===== config.mk =====
export PLATFORM = sky130hd
export DESIGN_NAME = dma_streamer_ua
export DESIGN_NICKNAME = d
export VERILOG_FILES = /design/src/rtl/dma_streamer_ua.sv
export SDC_FILE = /design/constraint.sdc
export NUM_CORES = 1
export LEC_CHECK = 0
export ABC_AREA = 1
export CORE_ASPECT_RATIO = 0.5
export CORE_UTILIZATION = 30
export DETAILED_ROUTE_END_ITERATION = 7
export PLACE_DENSITY = 0.49
export RECOVER_POWER = 100
export SYNTH_ARGS = -nofsm -noshare
export SYNTH_HDL_FRONTEND = slang
export SYNTH_SLANG_ARGS = --single-unit

===== constraint.sdc =====
create_clock -name clk -period 8.07 [get_ports clk]
set_clock_uncertainty 0.2 [all_clocks]
set_input_delay 0.807 -clock clk [delete_from_list [all_inputs] [get_ports clk]]
set_output_delay 0.807 -clock clk [all_outputs]
set_load 0.03 [all_outputs]

===== src/rtl/dma_streamer_ua.sv =====
// DMA burst streamer: splits one descriptor into AXI INCR burst requests
// honouring 4KB boundaries, MAX_BEATS, outstanding credits and byte strobes.
module dma_streamer_ua #(
  parameter int STREAM_TYPE     = 0,
  parameter int ADDR_WIDTH      = 32,
  parameter int DATA_WIDTH      = 512,
  parameter int BYTES_WIDTH     = 32,
  parameter int MAX_BEATS       = 256,
  parameter int MAX_OUTSTANDING = 4
) (
  input  logic                   clk,
  input  logic                   rst,
  input  logic                   start_i,
  input  logic [ADDR_WIDTH-1:0]  src_addr_i,
  input  logic [ADDR_WIDTH-1:0]  dst_addr_i,
  input  logic [BYTES_WIDTH-1:0] num_bytes_i,
  input  logic                   abort_i,
  output logic                   req_valid_o,
  input  logic                   req_ready_i,
  output logic [ADDR_WIDTH-1:0]  req_addr_o,
  output logic [7:0]             req_len_o,
  output logic [2:0]             req_size_o,
  output logic [DATA_WIDTH/8-1:0] req_first_strb_o,
  output logic [DATA_WIDTH/8-1:0] req_last_strb_o,
  output logic [BYTES_WIDTH:0]   req_bytes_o,
  input  logic                   cpl_i,
  output logic                   busy_o,
  output logic                   done_o,
  output logic                   aborted_o
);

  localparam int BPB  = DATA_WIDTH / 8;
  localparam int OFFW = $clog2(BPB);
  localparam int W    = BYTES_WIDTH + 1;
  localparam logic [3:0] MAXO = 4'(MAX_OUTSTANDING);

  typedef enum logic [1:0] {
    S_IDLE,
    S_CALC,
    S_REQ,
    S_DRAIN
  } state_t;

  state_t state_q, state_d;

  logic [ADDR_WIDTH-1:0] addr_q, addr_d;
  logic [W-1:0]          rem_q, rem_d;
  logic [3:0]            outst_q, outst_d;
  logic                  abort_q, abort_d;
  logic                  done_q, done_d;
  logic                  aborted_q, aborted_d;
  logic [ADDR_WIDTH-1:0] raddr_q, raddr_d;
  logic [7:0]            len_q, len_d;
  logic [2:0]            size_q, size_d;
  logic [BPB-1:0]        fstrb_q, fstrb_d;
  logic [BPB-1:0]        lstrb_q, lstrb_d;
  logic [W-1:0]          bytes_q, bytes_d;

  logic           accept;
  logic           cpl_ok;
  logic [OFFW-1:0] c_off;
  logic [W-1:0]   c_offw;
  logic [W-1:0]   c_need;
  logic [12:0]    c_to4k;
  logic [W-1:0]   c_beats;
  logic [W-1:0]   c_cap;
  logic [W-1:0]   c_bytes;
  logic [OFFW-1:0] c_e;
  logic [BPB-1:0] c_first;
  logic [BPB-1:0] c_last;
  logic [W-1:0]   rem_after;

  assign req_valid_o = (state_q == S_REQ) && (outst_q < MAXO);
  assign accept      = req_valid_o && req_ready_i;
  assign cpl_ok      = cpl_i && (outst_q != 4'd0);
  assign rem_after   = rem_q - bytes_q;

  // Burst geometry for the current address and remaining byte count.
  always_comb begin
    c_off   = addr_q[OFFW-1:0];
    c_offw  = W'(c_off);
    c_need  = (c_offw + rem_q + W'(BPB - 1)) >> OFFW;
    c_to4k  = (13'd4096 - 13'({addr_q[11:OFFW], OFFW'(0)})) >> OFFW;
    c_beats = c_need;
    if (W'(c_to4k) < c_beats) c_beats = W'(c_to4k);
    if (W'(MAX_BEATS) < c_beats) c_beats = W'(MAX_BEATS);
    c_cap   = (c_beats << OFFW) - c_offw;
    c_bytes = (c_cap < rem_q) ? c_cap : rem_q;
    c_e     = OFFW'(c_offw + c_bytes - W'(1));
    c_first = {BPB{1'b1}} << c_off;
    c_last  = {BPB{1'b1}} >> (OFFW'(BPB - 1) - c_e);
    if (c_beats == W'(1)) begin
      c_first = c_first & c_last;
      c_last  = c_first;
    end
  end

  // Next-state, credit tracking and request field capture.
  always_comb begin
    state_d   = state_q;
    addr_d    = addr_q;
    rem_d     = rem_q;
    outst_d   = outst_q;
    abort_d   = abort_q;
    done_d    = 1'b0;
    aborted_d = 1'b0;
    raddr_d   = raddr_q;
    len_d     = len_q;
    size_d    = size_q;
    fstrb_d   = fstrb_q;
    lstrb_d   = lstrb_q;
    bytes_d   = bytes_q;
    if (state_q != S_IDLE && abort_i) abort_d = 1'b1;
    if (accept && !cpl_ok) outst_d = outst_q + 4'd1;
    else if (!accept && cpl_ok) outst_d = outst_q - 4'd1;
    unique case (state_q)
      S_IDLE: begin
        if (start_i) begin
          addr_d  = (STREAM_TYPE == 0) ? src_addr_i : dst_addr_i;
          rem_d   = W'(num_bytes_i);
          abort_d = 1'b0;
          state_d = (num_bytes_i == '0) ? S_DRAIN : S_CALC;
        end
      end
      S_CALC: begin
        raddr_d = {addr_q[ADDR_WIDTH-1:OFFW], OFFW'(0)};
        len_d   = 8'(c_beats - W'(1));
        size_d  = 3'(OFFW);
        fstrb_d = c_first;
        lstrb_d = c_last;
        bytes_d = c_bytes;
        state_d = (abort_q || abort_i) ? S_DRAIN : S_REQ;
      end
      S_REQ: begin
        if (accept) begin
          addr_d  = addr_q + ADDR_WIDTH'(bytes_q);
          rem_d   = rem_after;
          state_d = (rem_after == '0 || abort_q || abort_i)
                    ? S_DRAIN : S_CALC;
        end
      end
      S_DRAIN: begin
        if (outst_q == 4'd0) begin
          done_d    = 1'b1;
          aborted_d = abort_q || abort_i;
          abort_d   = 1'b0;
          state_d   = S_IDLE;
        end
      end
      default: state_d = S_IDLE;
    endcase
  end

  // State and datapath registers.
  always_ff @(posedge clk or posedge rst) begin
    if (rst) begin
      state_q   <= S_IDLE;
      addr_q    <= '0;
      rem_q     <= '0;
      outst_q   <= '0;
      abort_q   <= 1'b0;
      done_q    <= 1'b0;
      aborted_q <= 1'b0;
      raddr_q   <= '0;
      len_q     <= '0;
      size_q    <= '0;
      fstrb_q   <= '0;
      lstrb_q   <= '0;
      bytes_q   <= '0;
    end else begin
      state_q   <= state_d;
      addr_q    <= addr_d;
      rem_q     <= rem_d;
      outst_q   <= outst_d;
      abort_q   <= abort_d;
      done_q    <= done_d;
      aborted_q <= aborted_d;
      raddr_q   <= raddr_d;
      len_q     <= len_d;
      size_q    <= size_d;
      fstrb_q   <= fstrb_d;
      lstrb_q   <= lstrb_d;
      bytes_q   <= bytes_d;
    end
  end

  assign req_addr_o       = raddr_q;
  assign req_len_o        = len_q;
  assign req_size_o       = size_q;
  assign req_first_strb_o = fstrb_q;
  assign req_last_strb_o  = lstrb_q;
  assign req_bytes_o      = bytes_q;
  assign busy_o           = (state_q != S_IDLE);
  assign done_o           = done_q;
  assign aborted_o        = aborted_q;

endmodule


; Word level (Yosys, flattened, before mapping)
; Cells that the tools add are included.
[totals]
reg_bits = 270
wordCells = 88
in_bits = 102
output_inout_bits = 208
[op_classes]
n_shift = 2
reduce_logical = 21
n_mux = 28
bitwise = 1
add_sub_neg = 12
order_cmp = 4
eq_ne = 7
[ops]
columns = operator, count
row1 = $mux W64, 2
row2 = $mux W33, 3
row3 = $pmux W33 S2, 1
row4 = $and A64 B64 Y64, 1
row5 = $mux W32, 2
row6 = $pmux W32 S2, 1
row7 = $shl A64 B6 Y64 const A, 1
row8 = $shr A64 B6 Y64 const A, 1
row9 = $mux W27, 2
row10 = $add A33 B6 Y33 const B, 1
row11 = $add A6 B33 Y33, 1
row12 = $logic_not A33 Y1, 1
row13 = $lt A33 B33 Y1, 1
row14 = $sub A33 B33 Y33, 1
row15 = $sub A33 B6 Y33, 1
row16 = $add A32 B32 Y32, 1
row17 = $logic_not A32 Y1, 1
row18 = $eq A27 B1 Y1 const B, 1
row19 = $lt A7 B27 Y1, 1
row20 = $lt A9 B27 Y1 const A, 1
row21 = $sub A13 B12 Y13 const A, 1
row22 = $mux W2, 5
row23 = $mux W1, 8
row24 = $mux W4, 2
row25 = other kinds (20), 34

; Depth between registers and ports, before layout
; Gate-level depths: netlist (run 1).
[depth]
depth_word = 15
mapped_depth = 63
mapped_depth_nobuf = 59

; Worst setup path after synthesis (run 1)
; No wires, ideal clock.
[synth_path]
kind = register to register
from = register addr_q[5]
to = register fstrb_q[40] (netlist: req_first_strb_o[40])
setup_time_ps = 66
stages_incl_launch_ff = 58
required_ps = 7804
t_arrival_ps = 8454
slack_ps = -650
n_path_buf = 6
period_less_slack_ps = 8720
cell_sequence = dfrtp_1 clkbuf_1 inv_1 clkbuf_1 ha_1 inv_1 ha_1 nand2_1 inv_1 nand2_1 nor2_2 nand2_1 nand2_2 xor2_1 inv_1 ha_1 inv_1 o31ai_1 [22 not listed] inv_2 nand2_1 o21ai_0 ha_1 inv_1 ha_1 inv_1 fa_1 o21ai_0 xor2_1 nand3_1 nand2_1 clkbuf_1 clkbuf_1 o21ai_0 nand3_1 nand3_1 nand2_1
[synth_via]
elab_chain_cells = 15
word_cells_on_any_way = 17
cone_classes = add/sub: 6 / order compare: 3 / eq/ne: 1 / shift: 2 / mux: 4 / bitwise: 1
[synth_lines]
columns = item, line_no
row1 = "start, declared", 46  ; logic [ADDR_WIDTH-1:0] addr_q, addr_d;
row2 = "start signal, assigned", 172  ; addr_q <= addr_d;
row3 = $add A6 B33 Y33, 82  ; c_need = (c_offw + rem_q + W'(BPB - 1)) >> OFFW;
row4 = $add A33 B6 Y33, 82
row5 = $lt A7 B27 Y1, 85  ; if (W'(c_to4k) < c_beats) c_beats = W'(c_to4k);
row6 = $mux W27, 85
row7 = $lt A9 B27 Y1, 86  ; if (W'(MAX_BEATS) < c_beats) c_beats = W'(MAX_BEATS);
row8 = $mux W27, 86
row9 = $sub A33 B6 Y33 *, 87  ; c_cap = (c_beats << OFFW) - c_offw;
row10 = $lt A33 B33 Y1 *, 88  ; c_bytes = (c_cap < rem_q) ? c_cap : rem_q;
row11 = $mux W33 *, 88
row12 = named net c_bytes[1], 67  ; logic [W-1:0] c_bytes;
row13 = $add A6 B6 Y6 *, 89  ; c_e = OFFW'(c_offw + c_bytes - W'(1));
row14 = $sub A6 B1 Y6 *, 89
row15 = $sub A6 B6 Y6 *, 91  ; c_last = {BPB{1'b1}} >> (OFFW'(BPB - 1) - c_e);
row16 = $shr A64 B6 Y64 *, 91
row17 = $and A64 B64 Y64 *, 93  ; c_first = c_first & c_last;
row18 = $mux W64 *, 92  ; if (c_beats == W'(1)) begin
row19 = "end signal, assigned", 181  ; fstrb_q <= fstrb_d;
row20 = "end, declared", 55  ; logic [BPB-1:0] fstrb_q, fstrb_d;
; The timed path passes the listed nets; every way through them passes the cells marked *.
; A chain may end at the register's enable or synchronous reset.

; Worst setup path after layout (run 1)
[layout_path]
from = register rem_q[5]
to = register fstrb_q[21] (netlist: req_first_strb_o[21])
[layout_via]
elab_chain_cells = 15
word_cells_on_any_way = 16
cone_classes = add/sub: 6 / order compare: 3 / eq/ne: 1 / shift: 1 / mux: 4 / bitwise: 1
[layout_lines]
columns = item, line_no
row1 = "start, declared", 47  ; logic [W-1:0] rem_q, rem_d;
row2 = "start signal, assigned", 173  ; rem_q <= rem_d;
row3 = $add A6 B33 Y33, 82
row4 = $add A33 B6 Y33, 82
row5 = $lt A7 B27 Y1, 85
row6 = $mux W27, 85
row7 = $lt A9 B27 Y1, 86
row8 = $mux W27, 86
row9 = $sub A33 B6 Y33, 87
row10 = $lt A33 B33 Y1, 88
row11 = $mux W33, 88
row12 = $add A6 B6 Y6, 89
row13 = $sub A6 B1 Y6, 89
row14 = $sub A6 B6 Y6, 91
row15 = $shr A64 B6 Y64, 91
row16 = $and A64 B64 Y64, 93
row17 = $mux W64 *, 92
; Every way passes the cells marked *; elsewhere a longest branch is shown, timed or not.

==> run_results.csv, run 1 <==
group,metric,value,unit
status,outcome,"complete, but fails checks",
status,failed_checks,"max-capacitance violations, max-slew violations",
worst_setup_path,cpPeakStageDelay,0.38,ns
global_route,grt-ovfl-total,0,
worst_setup_path,critPathSlowestCell,"dfrtp_1",
timing,fin_hold_ws,0.268,ns
place,dp_slack,-0.401,ns
place,place_congestion,0.951,
cts,numClockSinks,270,
cells_and_area,fillers,6921,
timing,rsz0062_at_grt,"true",
timing,min_period,7.92,ns
place,place_hpwl,65500,um
routing,drtIter0Drc,1677,
yosys,synthCells,2962,
cells_and_area,layout.nets,3629,
worst_setup_path,path_class,"reg2reg",
worst_setup_path,start_kind,"register",
cts,h-tree-depth,1,
yosys,synth_seq_cells,270,
floorplan,io-pin-count,310,
timing,period_share,98.2,%
routing,drc,0,
timing,setup_violations,0,
place,post-place-cells,4215,
yosys,ys_seq_area_share,33.6,%
place,port_buffers,270,
timing,worst_slack,0.145,ns
cts,cts_tree,"done",
routing,wire_per_inst,19.7,um
routing,dr.pass1.iters,6,
yosys,yosysTopAreaCellShare,33.6,%
cts,clk_path_buf_depth,3,
yosys,syn_avg_cell_area,6.79,sq um
cts,cts_buffers,31,
cells_and_area,fin_util,41.4,%
global_route,met1_usage,35.1,%
yosys,synth_area,20100,sq um
routing,wirelength,84600,um
global_route,grt_pass1_vias,20300,
yosys,ys_types,53,
routing,vias,21400,
global_route,gr-usage-met3,2.74,%
hold_path,worst_hold_path_type,"reg2reg",
yosys,synth_top_area_cell,"dfrtp_1",
timing,hold_viol_final,0,
timing,slew_violations,317,
worst_setup_path,crit_fanout,8,
yosys,async_reset_ff_share,100,%
yosys,yosysWarnings,0,
floorplan,die_width,368,um
worst_setup_path,worstPathRequired,8.38,ns
global_route,grt_use_met2,38.8,%
timing,tightest_slew,3.85,ns
hold_path,hold_depth,2,
routing,vias_per_cell,4.98,
cts,clk_latency,0.64,ns
yosys,synth_edf_count,0,
routing,ant_nets,0,
worst_setup_path,crit_arrival,8.24,ns
cells_and_area,instances_no_fill,4293,
cells_and_area,area_growth,35.2,%
yosys,synth_area_leaders,"dfrtp_1, nand2_1, ha_1",
timing,slew_headroom,-157,%
cts,cts_hold_buffers,0,
job,drv_cap,4,
timing,clock.fmax,126,MHz
floorplan,rows,66,
cts,cts_root_buf,"clkbuf_16",
global_route,antenna_found_initial,1,
global_route,grt.total_usage,24.2,%
worst_setup_path,cp-end-kind,"register",
floorplan,core_area,65700,sq um
cells_and_area,multiInputGateArea,12300,sq um
cells_and_area,drive_above_1_share,14.7,%
worst_setup_path,crit_top_cell,"nand2_2",
global_route,busiest_layer,"met2",
worst_setup_path,r2r.worst_path.cells,56,
global_route,grt_max_degree,155,
cts,cts.clk_slew.worst_paths,0.06,ns
floorplan,start_util,30.6,%
global_route,grt_pass1_wl,126000,um
floorplan,die_h,185,um
floorplan,dieArea,68100,sq um
cells_and_area,num_antenna_cells,0,
yosys,synth_flop_cell,"dfrtp_1",
cells_and_area,register_area,6760,sq um
synthesized netlist by cell type, types with 5 or more instances:
master / count
a21boi_0: 5
a21o_1: 7
a21oi_1: 153
a31oi_1: 12
and3_1: 5
buf_1: 8
buf_2: 11
buf_4: 12
buf_6: 9
clkbuf_1: 77
dfrtp_1: 270
ha_1: 136
inv_1: 356
inv_2: 7
nand2_1: 830
nand2_2: 14
nand3_1: 195
nand3b_1: 19
nand4_1: 34
nor2_1: 290
nor2_2: 6
nor3_1: 33
nor4_1: 12
o211ai_1: 29
o21a_1: 9
o21ai_0: 257
o21ai_1: 26
o21bai_1: 8
o221ai_1: 5
o22ai_1: 37
or2_2: 6
xnor2_1: 22
xor2_1: 27
area by class of cell:
class / instances / area share [%]
well taps: 884 / 4.07
inverters: 366 / 5.16
multi-input cells: 2215 / 45.3
repair buffers: 503 / 17.0
flip-flops and latches: 270 / 24.9
clock inverters: 14 / 0.451
clock buffers: 41 / 3.18
registers in the layout, indices dropped and copies added, names as in the netlist:
name / flops
req_first_strb_o: 64
aborted_o: 1
state_q: 2
req_addr_o: 26
req_size_o: 1
req_bytes_o: 33
done_o: 1
rem_q: 33
req_last_strb_o: 64
outst_q: 4
abort_q: 1
addr_q: 32
req_len_o: 8
through the flow:
step	area (sq um)	setup TNS [ns]
after floorplan	20200	0
after global placement	25100	-23.54
after detailed placement	25100	-32.36
after CTS	26200	0
after global routing	27200	-16.22
final	27200	0
worst paths after layout:
path	startpoint	end	slack [ns]
min reg2reg	req_first_strb_o[29]	req_first_strb_o[29]	0.27
min	req_first_strb_o[29]	req_first_strb_o[29]	0.27
max reg2reg	rem_q[5]	req_first_strb_o[21]	0.15
min in group asynchronous	rst	req_first_strb_o[32]	0.53
max in group asynchronous	rst	addr_q[24]	1.26
max	rem_q[5]	req_first_strb_o[21]	0.15
metal layers:
layer | vias up | wire length (um)
li1 | 10500 | -
met4 | 0 | 1700
met3 | 87 | 3770
met1 | 10200 | 41400
met5 | - | 0
met2 | 521 | 37800
critical path, delay by kind of cell, from the launching register on:
family                     cells  cell delay, ns
DFF                            1            0.38
adders and majority gates      7            1.78
buffers and inverters         15            1.52
and+or+nand+nor               22            2.32
xor gates and xnor gates       1            0.17
AOI/OAI and AO/OA             11            1.40
kinds of logic (layout without fill, tap and decap cells):
| family | Yosys count | after routing | share of synthesized area (%) |
|---|---|---|---|
| adders and majority gates | 140 | 140 | 8.86 |
| buffers and inverters | 483 | 924 | 9.65 |
| and+or+nand+nor | 1459 | 1459 | 30.5 |
| other | 1 | 7 | 0.0187 |
| DFF | 270 | 270 | 33.6 |
| xor gates and xnor gates | 49 | 49 | 2.13 |
| muxes | 1 | 1 | 0.0560 |
| AOI/OAI and AO/OA | 559 | 559 | 15.2 |
layout by cell type, fill, tap and decap left out, drive strengths merged, types with 8 or more instances in the layout:
cell type	n
nor3	34
nand4	34
dlygate4sd3	150
nor4	12
nor2	300
nand3	197
xor2	27
ha	136
clkinv	13
o21a	9
nand2	846
inv	363
o22ai	37
clkbuf	46
dfrtp	270
nand3b	19
buf	228
o211ai	29
xnor2	22
o21ai	284
a31oi	12
a21oi	154
clkdlybuf4s50	120
o21bai	8
repair_timing:
| action | in CTS | in global routing |
|---|---|---|
| gates resized for setup | 32 | 230 |
| setup buffers | 3 | 17 |
| gates cloned | 1 | 2 |
| pin swaps | 8 | 80 |
| endpoints found under the setup margin | 126 | 126 |
Power of run 1 is not shown: default switching activity piles up to over one toggle a cycle in this logic, so the estimate is an artifact.
==> run 2, diff against run 1 <==
--- a/config.mk
+++ b/config.mk
@@ -8,8 +8,9 @@
 export ABC_AREA = 1
 export CORE_ASPECT_RATIO = 0.5
 export CORE_UTILIZATION = 30
+export CTS_BUF_LIST = sky130_fd_sc_hd__clkbuf_2 sky130_fd_sc_hd__clkbuf_4 sky130_fd_sc_hd__clkbuf_8
 export DETAILED_ROUTE_END_ITERATION = 7
-export PLACE_DENSITY = 0.49
+export PLACE_DENSITY = 0.48
 export RECOVER_POWER = 100
 export SYNTH_ARGS = -nofsm -noshare
 export SYNTH_HDL_FRONTEND = slang
==> constraint.sdc (replaced) <==
create_clock -name clk -period 7.55 [get_ports clk]
set_clock_uncertainty 0.2 [all_clocks]
set_input_delay 0.755 -clock clk [delete_from_list [all_inputs] [get_ports clk]]
set_output_delay 0.755 -clock clk [all_outputs]
set_load 0.03 [all_outputs]
==> run_results.csv, run 2 (same netlist as run 1, synthesis figures left out) <==
group,metric,value,unit
status,outcome,"complete, but fails checks",
status,failed_checks,"max-capacitance violations, max-slew violations, negative setup slack",
routing,drtIter0Drc,1832,
timing,worst_slack,-0.127,ns
cts,clk_latency,0.66,ns
global_route,grt_max_degree,119,
place,dp_slack,-0.747,ns
cts,cts_buffers,46,
timing,setup_violations,78,
worst_setup_path,path_buf_inv,16,
hold_path,worst_hold_path_type,"reg2reg",
floorplan,rows,66,
timing,fin_hold_ws,0.267,ns
cts,cts.clk_slew.worst_paths,0.07,ns
routing,drc,0,
cts,clk_path_buf_depth,3,
routing,vias,21500,
cells_and_area,instances_no_fill,4362,
worst_setup_path,worstPathRequired,7.88,ns
cells_and_area,mostFrequentLayoutCell,"nand2_1",
cells_and_area,fillers,6951,
floorplan,core_area,65700,sq um
global_route,grt.total_usage,25.3,%
worst_setup_path,cp-end-kind,"register",
floorplan,io-pin-count,310,
worst_setup_path,crit_fanout,6,
place,place_congestion,0.917,
job,drv_cap,4,
place,place_hpwl,68000,um
worst_setup_path,crit_arrival,8.01,ns
cts,cts_root_buf,"clkbuf_8",
timing,final.setup.tns,-4.05,ns
timing,tightest_slew,3.56,ns
routing,wire_per_inst,20.1,um
timing,rsz0062_at_grt,"true",
worst_setup_path,critical_path.top_delay_family,"simple AND/OR/NAND/NOR gates",
cells_and_area,final_cell_mix,"nand2_1, inv_1, dfrtp_1, nor2_1, buf_4",
routing,dr.pass1.iters,5,
timing,period_share,102,%
global_route,grt_pass1_wl,131000,um
routing,vias_per_cell,4.93,
worst_setup_path,start_kind,"register",
cells_and_area,area_growth,36.6,%
global_route,antenna_found_initial,1,
cells_and_area,drive_above_1_share,16.5,%
routing,ant_nets,0,
cts,numClockSinks,270,
timing,hold_viol_final,0,
timing,min_period,7.68,ns
floorplan,die_h,185,um
global_route,grt_pass1_vias,20800,
place,post-place-cells,4244,
cts,h-tree-depth,2,
place,port_buffers,270,
timing,slew_violations,307,
worst_setup_path,cpPeakStageDelay,0.40,ns
routing,wirelength,87500,um
floorplan,dieArea,68100,sq um
floorplan,die_width,368,um
cts,cts_tree,"done",
worst_setup_path,crit_top_cell,"nand2_4",
timing,slew_headroom,-138,%
cells_and_area,layout.nets,3685,
cts,cts_hold_buffers,0,
floorplan,start_util,30.6,%
global_route,grt-ovfl-total,0,
timing,clock.fmax,130,MHz
worst_setup_path,critPathSlowestCell,"fa_2",
worst_setup_path,path_class,"reg2reg",
==> run 2: through the flow <==
step                utilization (%)  instance area [sq um]
floorplan                         -                  20300
global placement               38.6                  25400
detailed placement             38.6                  25400
CTS                            40.7                  26700
global route                   41.8                  27500
finish                         41.8                  27500
==> run 2: timing repair <==
| item | CTS | global route |
|---|---|---|
| setup buffers | 16 | 16 |
| cloned | 0 | 3 |
| gates resized for setup | 72 | 171 |
| setup endpoints to repair | 126 | 126 |
| pin swaps | 16 | 62 |
==> run 2: layer usage <==
layer | track usage, % | up-vias | part of all wire [%]
met4 | 5.58 | 0 | 2.3
met5 | 0 | - | 0
met2 | 40.4 | 542 | 44
met3 | 3.03 | 114 | 4.6
li1 | - | 10700 | -
met1 | 36.5 | 10200 | 49
==> run 2: path summary, 6_finish.rpt <==
check | depth (start not counted) | end | startpoint | slack [ns]
min in group asynchronous | 2 | req_first_strb_o[6] | rst | 0.54
setup / recovery | 54 | req_first_strb_o[24] | rem_q[5] | -0.13
max in group asynchronous | 4 | req_first_strb_o[33] | rst | 1.91
hold reg to reg | 2 | req_addr_o[18] | req_addr_o[18] | 0.27
setup reg to reg | 54 | req_first_strb_o[24] | rem_q[5] | -0.13
hold / removal | 2 | req_addr_o[18] | req_addr_o[18] | 0.27
==> run 2: worst reg2reg max path: cells and delay by family, from the launching register on <==
kind / cells / cell delay [ns]
buffers and inverters: 16 / 1.59
flip-flops: 1 / 0.34
AO/OA/AOI/OAI: 6 / 0.67
adder cells (fa/ha/maj): 8 / 2.08
AND/OR/NAND/NOR: 22 / 2.25
XOR/XNOR: 2 / 0.40
==> run 2: area by class of cell <==
class / instances / area [sq um] / share of cell area (%)
Multi-Input combinational cell: 2216 / 12300 / 44.8
Sequential cell: 270 / 6760 / 24.6
Timing Repair Buffer: 543 / 4890 / 17.8
Inverter: 366 / 1410 / 5.14
Tap cell: 884 / 1110 / 4.03
Clock buffer: 66 / 846 / 3.08
Clock inverter: 15 / 150 / 0.547
Antenna cell: 2 / 5.00 / 0.0182
Power of run 2 is left out for the same reason.
